$ cat src/rtl/eia608_call_scheduler.sv
// Round-robin scheduler sharing one eia608_from_utf8 kernel between two caption requesters, one call in flight.
// Optional hung-kernel abort (timer + FLUSH) is built when EIA608_SCHED_TIMEOUT_EN is defined.
module eia608_call_scheduler #(
    parameter int TIMEOUT_CYCLES = 4096,
    parameter int TMR_W          = 13
) (
    input  logic        clock,
    input  logic        reset,
    input  logic        req0_valid,
    input  logic [63:0] req0_s,
    output logic        req0_ready,
    input  logic        req1_valid,
    input  logic [63:0] req1_s,
    output logic        req1_ready,
    output logic        rsp_valid,
    input  logic        rsp_ready,
    output logic [31:0] rsp_data,
    output logic        rsp_id,
    output logic        rsp_err,
    output logic        k_start,
    input  logic        k_busy,
    output logic [63:0] k_s,
    input  logic        k_done,
    output logic        k_stall,
    input  logic [31:0] k_returndata,
    output logic        k_reset,
    output logic        sched_idle
);

    if ((64'd1 << TMR_W) <= 64'(TIMEOUT_CYCLES)) begin : g_tmr_w_check
        $error("TMR_W too narrow to hold TIMEOUT_CYCLES");
    end

    typedef enum logic [2:0] {
        S_IDLE,
        S_ISSUE,
        S_WAIT,
        S_RESP
`ifdef EIA608_SCHED_TIMEOUT_EN
        , S_FLUSH
`endif
    } state_t;

    state_t      state_q, state_d;
    logic        last_q, last_d;
    logic        id_q, id_d;
    logic [63:0] s_q, s_d;
    logic [31:0] data_q, data_d;
    logic        gnt0, gnt1;
`ifdef EIA608_SCHED_TIMEOUT_EN
    logic [TMR_W-1:0] tmr_q, tmr_d;
    logic             err_q, err_d;
    logic             flush_q, flush_d;
    logic             tmo;
`endif

    // Grant depends only on registered state and requester valids.
    always_comb begin
        gnt0 = 1'b0;
        gnt1 = 1'b0;
        if (state_q == S_IDLE) begin
            if (req0_valid && req1_valid) begin
                gnt0 = last_q;
                gnt1 = !last_q;
            end else begin
                gnt0 = req0_valid;
                gnt1 = req1_valid;
            end
        end
    end

    always_comb begin
        state_d = state_q;
        last_d  = last_q;
        id_d    = id_q;
        s_d     = s_q;
        data_d  = data_q;
`ifdef EIA608_SCHED_TIMEOUT_EN
        tmr_d   = tmr_q;
        err_d   = err_q;
        flush_d = flush_q;
        tmo     = (tmr_q == TMR_W'(TIMEOUT_CYCLES));
`endif
        case (state_q)
            S_IDLE: begin
`ifdef EIA608_SCHED_TIMEOUT_EN
                tmr_d   = '0;
                flush_d = 1'b0;
`endif
                if (gnt0 || gnt1) begin
                    s_d     = gnt1 ? req1_s : req0_s;
                    id_d    = gnt1;
                    state_d = S_ISSUE;
                end
            end
            S_ISSUE: begin
`ifdef EIA608_SCHED_TIMEOUT_EN
                tmr_d = tmr_q + 1'b1;
`endif
                if (!k_busy) begin
                    state_d = S_WAIT;
                end
`ifdef EIA608_SCHED_TIMEOUT_EN
                else if (tmo) begin
                    state_d = S_FLUSH;
                end
`endif
            end
            S_WAIT: begin
`ifdef EIA608_SCHED_TIMEOUT_EN
                tmr_d = tmr_q + 1'b1;
`endif
                // A done in the timeout cycle still wins.
                if (k_done) begin
                    data_d  = k_returndata;
                    state_d = S_RESP;
`ifdef EIA608_SCHED_TIMEOUT_EN
                    err_d   = 1'b0;
`endif
                end
`ifdef EIA608_SCHED_TIMEOUT_EN
                else if (tmo) begin
                    state_d = S_FLUSH;
                end
`endif
            end
            S_RESP: begin
                if (rsp_ready) begin
                    last_d  = id_q;
                    state_d = S_IDLE;
                end
            end
`ifdef EIA608_SCHED_TIMEOUT_EN
            S_FLUSH: begin
                flush_d = 1'b1;
                if (flush_q) begin
                    data_d  = 32'hFFFF_FFFF;
                    err_d   = 1'b1;
                    state_d = S_RESP;
                end
            end
`endif
            default: state_d = S_IDLE;
        endcase
    end

    always_ff @(posedge clock) begin
        if (reset) begin
            state_q <= S_IDLE;
            last_q  <= 1'b1;
            id_q    <= 1'b0;
            s_q     <= '0;
            data_q  <= '0;
`ifdef EIA608_SCHED_TIMEOUT_EN
            tmr_q   <= '0;
            err_q   <= 1'b0;
            flush_q <= 1'b0;
`endif
        end else begin
            state_q <= state_d;
            last_q  <= last_d;
            id_q    <= id_d;
            s_q     <= s_d;
            data_q  <= data_d;
`ifdef EIA608_SCHED_TIMEOUT_EN
            tmr_q   <= tmr_d;
            err_q   <= err_d;
            flush_q <= flush_d;
`endif
        end
    end

    assign req0_ready = gnt0;
    assign req1_ready = gnt1;
    assign sched_idle = (state_q == S_IDLE);
    assign k_start    = (state_q == S_ISSUE);
    assign k_stall    = (state_q != S_WAIT);
    assign k_s        = s_q;
    assign rsp_valid  = (state_q == S_RESP);
    assign rsp_data   = data_q;
    assign rsp_id     = id_q;
`ifdef EIA608_SCHED_TIMEOUT_EN
    assign k_reset    = (state_q == S_FLUSH);
    assign rsp_err    = err_q;
`else
    assign k_reset    = 1'b0;
    assign rsp_err    = 1'b0;
`endif

endmodule

$ cat config.mk
export PLATFORM = sky130hd
export DESIGN_NAME = eia608_call_scheduler
export DESIGN_NICKNAME = d
export VERILOG_FILES = /design/src/rtl/eia608_call_scheduler.sv
export SDC_FILE = /design/constraint.sdc
export NUM_CORES = 1
export LEC_CHECK = 0
export ABC_CLOCK_PERIOD_IN_PS = 2460
export BUFFER_PORTS_ARGS = -buffer_cell sky130_fd_sc_hd__buf_2
export CAP_MARGIN = 20
export CORE_AREA = 3 3 105 107
export DETAILED_ROUTE_END_ITERATION = 6
export DIE_AREA = 0 0 108 110
export PLACE_DENSITY = 0.79
export SKIP_CTS_REPAIR_TIMING = 1
export SLEW_MARGIN = 20
export SYNTH_ARGS = -nofsm -noshare
export SYNTH_HDL_FRONTEND = slang
export SYNTH_SLANG_ARGS = --single-unit
$ cat constraint.sdc
create_clock -name clock -period 2.46 [get_ports clock]
set_input_delay 0.246 -clock clock [delete_from_list [all_inputs] [get_ports clock]]
set_output_delay 0.246 -clock clock [all_outputs]
set_load 0.01 [all_outputs]
== Word level (Yosys, flattened, before mapping) ==
Index checks and enable logic that the tools add are counted.

* ROM bits: 0
* Logic and storage cells: 31
* Register bits: 101
* Bits in latches: 0
* Memories kept: 0
* RAM bits: 0
* Input port bits: 167
* Output and inout bits: 105

* Shifts and indexed selects: 0
* $mul: 0
* Mux-type cells: 10
* Reduce and logical (&&, ||, !) cells: 8
* Order comparisons: 0
* Equality and inequality tests: 8
* Divide/modulo/power cells: 0
* Bitwise logic cells: 0
* Add/sub/neg operators: 0

{| class="wikitable"
|+ Operator list
! operator !! number
|-
| two-way mux 64 bit || 1
|-
| two-way mux 3 bit || 4
|-
| case mux 3 bit (4 select lines) || 1
|-
| == test 3 x 2 -> 1 bit, second input constant || 2
|-
| AND reduction 2 bit || 3
|-
| two-way mux 1 bit || 4
|-
| inequality test 2 x 1 -> 1 bit, second input constant || 2
|-
| inequality test 2 bit, second input constant || 2
|-
| AND reduction 4 bit || 1
|-
| == test 3 x 1 -> 1 bit, second input constant || 1
|-
| logical NOT 3 bit || 1
|-
| inequality test 3 x 2 -> 1 bit, second input constant || 1
|-
| logical AND 1 bit || 1
|-
| logical NOT 1 bit || 1
|-
| logical OR 1 bit || 1
|}

== Depth between registers and ports, before layout ==
Gate-level depths: netlist of the first run.

* Depth after elaboration: 6
* Gate-level depth with buffers: 8
* Depth with buffers taken out: 5

== Worst setup path before layout of the first run ==
No wires, ideal clock.

* Kind: reg-to-reg
* Start point: register state_q[0]
* End point: register s_q[0] (netlist: k_s[0])
* Data arrival time: 1.665 ns
* Stages on the path, launching flop included: 9
* Period minus slack after synthesis: 1.787 ns
* Data required time: 2.338 ns
* Path buffers: 3
* Library setup time: 0.122 ns
* Setup slack: 0.673 ns
* Cell sequence: dfxtp_1 -> inv_1 -> ha_1 -> nor2b_4 -> buf_6 -> and3_4 -> buf_6 -> buf_6 -> a221o_1

* Word-level cells in the longest chain between the ends: 4
* Elaborated cells on any way between the ends: 6
* Classes of those cells: 3 x mux; 3 x reduce/logical

{| class="wikitable"
|+ RTL lines
! item !! RTL line !! text
|-
| start, declared || 44 || <nowiki>state_t state_q, state_d;</nowiki>
|-
| start signal, assigned || 160 || <nowiki>state_q <= state_d;</nowiki>
|-
| logical NOT 3 bit (*) || -- ||
|-
| named net sched_idle || 27 || <nowiki>output logic sched_idle</nowiki>
|-
| two-way mux 1 bit || 61 || <nowiki>if (state_q == S_IDLE) begin</nowiki>
|-
| logical OR 1 bit || 90 || <nowiki>if (gnt0 || gnt1) begin</nowiki>
|-
| AND reduction 2 bit (no source line) || -- ||
|-
| end signal, assigned || 152 || <nowiki>s_q <= '0;</nowiki>
|-
| end signal, assigned || 163 || <nowiki>s_q <= s_d;</nowiki>
|-
| end, declared || 47 || <nowiki>logic [63:0] s_q, s_d;</nowiki>
|}

Mark *: on every way through the listed nets, which the timed path passes. The rest lies on a longest branch.
A chain may end at the register's enable or synchronous reset.

== Final worst setup path of the first run ==
* Start point: register last_q
* End point: output req1_ready

* Word-level cells in the longest chain between the ends: 3

{| class="wikitable"
|+ RTL lines
! item !! RTL line !! text
|-
| start, declared || 45 || <nowiki>logic last_q, last_d;</nowiki>
|-
| start signal, assigned || 161 || <nowiki>last_q <= last_d;</nowiki>
|-
| logical NOT 1 bit || 64 || <nowiki>gnt1 = !last_q;</nowiki>
|-
| two-way mux 1 bit || 62 || <nowiki>if (req0_valid && req1_valid) begin</nowiki>
|-
| two-way mux 1 bit || 61 ||
|-
| end, declared || 14 || <nowiki>output logic req1_ready,</nowiki>
|}

No other way between the ends.

==> results of run 1 <==
## cells in the mapped netlist (2+ instances only)
master	instances
a21oi_1	33
a221o_1	45
a32oi_1	19
and2_1	2
and3_1	46
buf_2	2
buf_4	5
buf_6	6
clkbuf_1	28
dfxtp_1	100
ha_1	4
inv_1	3
nand2_1	65
nand2b_1	4
nor2b_1	2
o2bb2ai_1	19
## state kept, by name (all words and copies together) (netlist names)
register	flops
last_q	1
rsp_id	1
k_s	64
state_q	2
rsp_data	32
## path summary, 6_finish.rpt
kind | startpoint | to | cells after the start
worst max-delay path | last_q$_SDFFE_PP1P_ | req1_ready | 3
worst min-delay path | req0_s[0] | k_s[0]$_SDFFE_PP0P_ | 2
worst max register to register | state_q[0]$_SDFFE_PP0P_ | k_s[58]$_SDFFE_PP0P_ | 6
worst min register to register | rsp_data[8]$_SDFFE_PP0P_ | rsp_data[8]$_SDFFE_PP0P_ | 2
## worst max-delay path, cell delays in order (launching register included)
cell	delay, ns
dfxtp_1	0.35
a21boi_4	0.58
and2_1	0.23
buf_2	0.15
## logic make-up (layout without fill, tap and decap cells)
logic type	after synthesis	in the layout	synth area share, %
other	1	2	0.09530
DFF	100	100	50.87
AOI/OAI and AO/OA	122	122	25.41
and+or+nand+nor	126	126	16.12
adders and majority gates	4	4	1.272
buffers and inverters	45	296	5.978
muxes	1	1	0.2544
## layout by cell type (no fill, tap or decap)
| master | netlist | routed |
|---|---|---|
| o21a_1 | 1 | 1 |
| a21oi_1 | 33 | 33 |
| ha_1 | 4 | 4 |
| nor4_1 | 1 | 1 |
| a211oi_1 | 1 | 1 |
| nand2_1 | 65 | 65 |
| and2_0 | 1 | 1 |
| clkinv_4 | 0 | 2 |
| and2_1 | 2 | 2 |
| o2bb2ai_1 | 19 | 19 |
| nor3_1 | 1 | 1 |
| mux2i_1 | 1 | 1 |
| a21boi_0 | 1 | 1 |
| inv_1 | 3 | 3 |
| conb_1 | 1 | 2 |
| nor2b_4 | 1 | 1 |
| nor2b_1 | 2 | 2 |
| dfxtp_1 | 100 | 100 |
| buf_12 | 0 | 1 |
| nor2_1 | 1 | 1 |
| clkinvlp_4 | 0 | 3 |
| buf_2 | 2 | 269 |
| nand2b_1 | 4 | 4 |
| nor2_4 | 0 | 1 |
| and3_4 | 1 | 1 |
| inv_6 | 0 | 1 |
| a2111o_1 | 1 | 1 |
| a32oi_1 | 19 | 19 |
| and3_1 | 46 | 46 |
| a21boi_4 | 0 | 1 |
| a311o_1 | 1 | 1 |
| a221o_1 | 45 | 45 |
| inv_8 | 0 | 1 |
| clkbuf_8 | 0 | 9 |
| buf_4 | 5 | 7 |
## layout make-up
class                           instances  area [sq um]
Clock buffer                            9         123.9
Clock inverter                          7         60.06
Fill cell                             958          4727
Inverter                                3         11.26
Multi-Input combinational cell        255          1718
Sequential cell                       100          2002
Tap cell                              136         170.2
Timing Repair Buffer                  277          1419
## metrics by stage
step	worst slack, ns	cells	hold slack (ns)
after floorplan	0.6732	400	0.3820
after global placement	0.6993	771	0.4395
after detailed placement	0.6165	771	0.4442
after CTS	0.4915	787	0.07629
after global routing	0.3973	787	0.06673
final	0.5561	787	0.1006
## power by group through the flow
stage / combinational (mW) / clock (mW) / sequential, mW
finish: 1.49 / 0.988 / 2.16
global route: 1.64 / 1.09 / 2.21
CTS: 1.51 / 1.02 / 2.16
detailed placement: 1.50 / 0 / 2.19
global placement: 1.47 / 0 / 2.18
floorplan: 0.690 / 0 / 2.34
## metal layers
| metal | global-route usage (%) | routed length [microns] | vias to the layer above |
|---|---|---|---|
| met5 | 0 | 0 | - |
| met4 | 5.861 | 255 | 0 |
| met3 | 6.756 | 1158 | 23 |
| met2 | 33.97 | 6125 | 203 |
| met1 | 21.86 | 4778 | 1911 |
| li1 | - | - | 1988 |
==> summary.txt, run 1 <==
H-tree Lvls: 3
Clock tree buffer depth: 2
Largest cells by area after synthesis: dfxtp_1 (51%), a221o_1 (11%), and3_1 (7.3%)
Placed Area: 0.005320 sq mm
Final Power: 4.638 mW
Yosys warns: 0
Die width: 108 microns
Number of buffers inserted during clock tree synthesis: 9
Row count: 37
Final setup skew: 0.007273 ns
Die Y: 110 microns
Routed Antenna Nets: 0
Post-route cell area: 0.005504 sq mm
Port-buffer cells: 269
Fmax: 525.2 MHz
Post-DP HPWL: 9177 microns
Fin Setup TNS: 0 ns
Yosys top cell area share: 50.87%
Vias in the first global route: 3794
DRC viols: 0
Sequential share of power: 46.6%
Number of clock sinks: 100
Worst EP required: 2.21 ns
Overflow left after global routing: 0
Placer congestion estimate: 0.7522
Fin crit share: 77.40%
Largest net degree at the start of global routing: 46
Max_slew headroom: 50.66%
Hold Crit Class: input pin to flop
CTS tree: done
Fraction of registers with async set/reset: 0%
Psw: 1.624 mW
Area of the core: 0.01023 sq mm
Final-report hold violation count: 0
Peak supply drop: 0.3523 mV
IO Pins: 272
Most area-hungry cell type in the Yosys netlist: dfxtp_1
Worst setup SP type: flop
First-pass GRT wire length: 18260 microns
Via count: 4125
Share of cells above drive strength 1: 45.62%
N_diodes: 0
Clk pin slew, worst setup/hold paths: 0.10 ns
Area Overhead vs Synth: 39.87%
Sequential fraction of the synthesis area: 50.87%
Initial DRC count: 169
Crit Path Class: flop to primary output
Final min period: 1.904 ns
Gate power share: 32.1%
Syn Std Cell Area: 0.003935 sq mm
DRT Pass-1 Iters: 4
Cell Int Power: 3.013 mW
All-Layer GR Usage: 19.22%
Worst Max-Slew Pin Slew: 0.7401 ns
Crit path max fanout: 30
Max-cap viol count: 0
Avg Synthesized Cell Area: 9.862 sq um
Critical path arrival: 1.66 ns
Sw frac: 35.02%
Initial antenna violation count: 0
Top FF cell, synth: dfxtp_1
Mapped Cells: 399
Util after Layout: 53.80%
RSZ-0062 raised after global routing: no
Root Driver: clkbuf_8
Die area: 0.01188 sq mm
Drt wl/cell: 15.65 microns
Worst skew pair latency: 0.36 ns
Netlist cell types: 32
Routed WL: 12320 microns
Slew Limit Fails: 0
Final setup vio count: 0
Starting density of the core: 38.46%
Setup slack, reg-to-reg: 0.60 ns
Number of synthesized flops with an enable pin: 0
Power Density: 842.6 mW/mm^2
#FFs+latches synth: 100
Outcome: finished clean
Nets: 817
Leak: 2.792 nW
Power share of the clock group: 21.3%
Via density: 5.241
Worst setup EP type: primary output
Power figures use the tool's default switching activity.
==> run 2: changes to the inputs <==
--- a/config.mk
+++ b/config.mk
@@ -5,13 +5,13 @@
 export SDC_FILE = /design/constraint.sdc
 export NUM_CORES = 1
 export LEC_CHECK = 0
-export ABC_CLOCK_PERIOD_IN_PS = 2460
+export ABC_CLOCK_PERIOD_IN_PS = 1700
 export BUFFER_PORTS_ARGS = -buffer_cell sky130_fd_sc_hd__buf_2
 export CAP_MARGIN = 20
-export CORE_AREA = 3 3 105 107
+export CORE_MARGIN = 3
+export CORE_UTILIZATION = 37
 export DETAILED_ROUTE_END_ITERATION = 6
-export DIE_AREA = 0 0 108 110
-export PLACE_DENSITY = 0.79
+export PLACE_DENSITY = 0.8
 export SKIP_CTS_REPAIR_TIMING = 1
 export SLEW_MARGIN = 20
 export SYNTH_ARGS = -nofsm -noshare
==> constraint.sdc (replaced) <==
create_clock -name clock -period 1.7 [get_ports clock]
set_input_delay 0.17 -clock clock [delete_from_list [all_inputs] [get_ports clock]]
set_output_delay 0.17 -clock clock [all_outputs]
set_load 0.01 [all_outputs]
==> run 2 against run 1 <==
Compared with the run above:
- non-clock buffer count is 8 higher
- first-iteration DRC count increased by 63%
- worst setup slack worse by 0.45 ns
- clock power up 52%
- clock-buffer cell count increased by 1
- sequential share of layout area is 0.72 points lower
- clock skew grew 0.0018 ns
- global-route usage up 0.56 points
- sequential power rose by 45%
- register-to-register slack lost 0.47 ns
==> summary.txt, run 2 (synthesis results as in run 1) <==
Vias in the first global route: 3974
IO Pins: 272
Post-route cell area: 0.005625 sq mm
Most common library cell in the layout ignoring fill and taps: buf_2
Critical path arrival: 1.42 ns
Post-DP HPWL: 9464 microns
Final setup skew: 0.009052 ns
Setup slack, reg-to-reg: 0.13 ns
Port-buffer cells: 269
Hold EP: k_s[55]$_SDFFE_PP0P_
Via count: 4136
Crit Path Class: flop to primary output
Leak: 2.851 nW
Final-report hold violation count: 0
DP Cell Count: 776
Initial antenna violation count: 0
Share of cells above drive strength 1: 46.59%
Max-cap viol count: 0
Power Density: 1226 mW/mm^2
Outcome: finished clean
Most frequent cells in the layout: buf_2 (269), dfxtp_1 (97), nand2_1 (65)
Critical R2R Capture: k_s[5]$_SDFFE_PP0P_
Area of the core: 0.01032 sq mm
Worst skew pair latency: 0.35 ns
Max FFs per register: 64
Crit path max fanout: 7
CTS tree: done
Die Y: 109.1 microns
Routed WL: 12710 microns
First-pass GRT wire length: 18760 microns
Worst setup SP type: flop
All-Layer GR Usage: 19.78%
Hold Startpoint: req0_s[55]
Largest net degree at the start of global routing: 47
Number of buffers inserted during clock tree synthesis: 9
Row count: 37
Worst Hold Path Cells: 2
Hold Crit Class: input pin to flop
Via density: 5.203
Placer congestion estimate: 0.7470
Final Power: 6.895 mW
Routed Antenna Nets: 0
Fin cells: 795
Area Overhead vs Synth: 42.96%
R2R depth: 5
Nets: 825
Number of clock sinks: 100
Hold slack: 0.03281 ns
Die width: 109.1 microns
Placed Area: 0.005395 sq mm
DRC viols: 0
Die area: 0.01191 sq mm
DRT Pass-1 Iters: 4
Fmax: 627.7 MHz
Final min period: 1.593 ns
Root Driver: clkbuf_8
Worst setup EP type: primary output
Fin Setup TNS: 0 ns
Clock tree buffer depth: 2
N_diodes: 0
RR Startpoint: state_q[0]$_SDFFE_PP0P_
Initial DRC count: 275
Worst EP required: 1.53 ns
Starting density of the core: 38.12%
Overflow left after global routing: 0
Clk pin slew, worst setup/hold paths: 0.10 ns
Slew Limit Fails: 0
Final setup vio count: 0
H-tree Lvls: 3
Peak supply drop: 0.5603 mV
Drt wl/cell: 15.98 microns
Fin crit share: 93.72%
## run 2: cell types whose count changed in the layout (fill, tap and decap cells not counted), moves of 2 or more
cell / before / now
buf_12: 1 / 3
buf_4: 7 / 9
clkinv_2: 0 / 2
clkinvlp_4: 3 / 1
dfxtp_1: 100 / 97
dfxtp_2: 0 / 3
dlygate4sd3_1: 0 / 3
inv_1: 3 / 1
inv_2: 0 / 2
## run 2: through the flow
stage          utilization [%]  worst slack (ns)
2_1_floorplan                -           0.02839
3_3_place_gp             52.26            0.1288
3_5_place_dp             52.26           0.07541
4_1_cts                  54.13          -0.01872
5_1_grt                  54.49         -0.001402
6_report                 54.49            0.1068
## run 2: where the power goes
| group | total [mW] | internal (mW) | switching (mW) |
|---|---|---|---|
| registers | 3.13 | 2.86 | 0.276 |
| clock network | 1.50 | 0.682 | 0.822 |
| logic | 2.26 | 1.03 | 1.23 |
| total | 6.90 | 4.57 | 2.33 |
## run 2: layout make-up
class	count	area (sq um)
sequential	100	2006
fill	952	4698
clock buffer	10	127.6
multi-input combinational	255	1730
tap	136	170.2
inverter	3	11.26
timing repair buffer	285	1515
clock inverter	6	65.06
## run 2: worst max path at each step
stage                                        from                   end  slack (ns)  depth (start not counted)
after detailed placement  state_q[0]$_SDFFE_PP0P_  k_s[11]$_SDFFE_PP0P_        0.08                          6
after global placement    state_q[0]$_SDFFE_PP0P_  k_s[11]$_SDFFE_PP0P_        0.13                          6
after CTS                     last_q$_SDFFE_PP1P_            req0_ready       -0.02                          4
after global routing      state_q[0]$_SDFFE_PP0P_  k_s[29]$_SDFFE_PP0P_      -0.001                          5
after floorplan           state_q[1]$_SDFFE_PP0P_   k_s[0]$_SDFFE_PP0P_        0.03                          8
final                     state_q[0]$_SDFFE_PP0P_            req0_ready        0.11                          5
## run 2: metal layers
metal / vias up / global-route usage [%] / wire [microns]
met5: - / 0 / 0
met2: 180 / 36.75 / 6574
met3: 17 / 5.980 / 1055
met4: 0 / 6.132 / 206
met1: 1939 / 21.30 / 4871
li1: 2000 / - / -
## run 2: critical path: stages (launching register included)
cell and delay [ns]:
dfxtp_2 0.36, inv_2 0.06, ha_4 0.16, buf_4 0.16
and3_1 0.18, buf_2 0.14
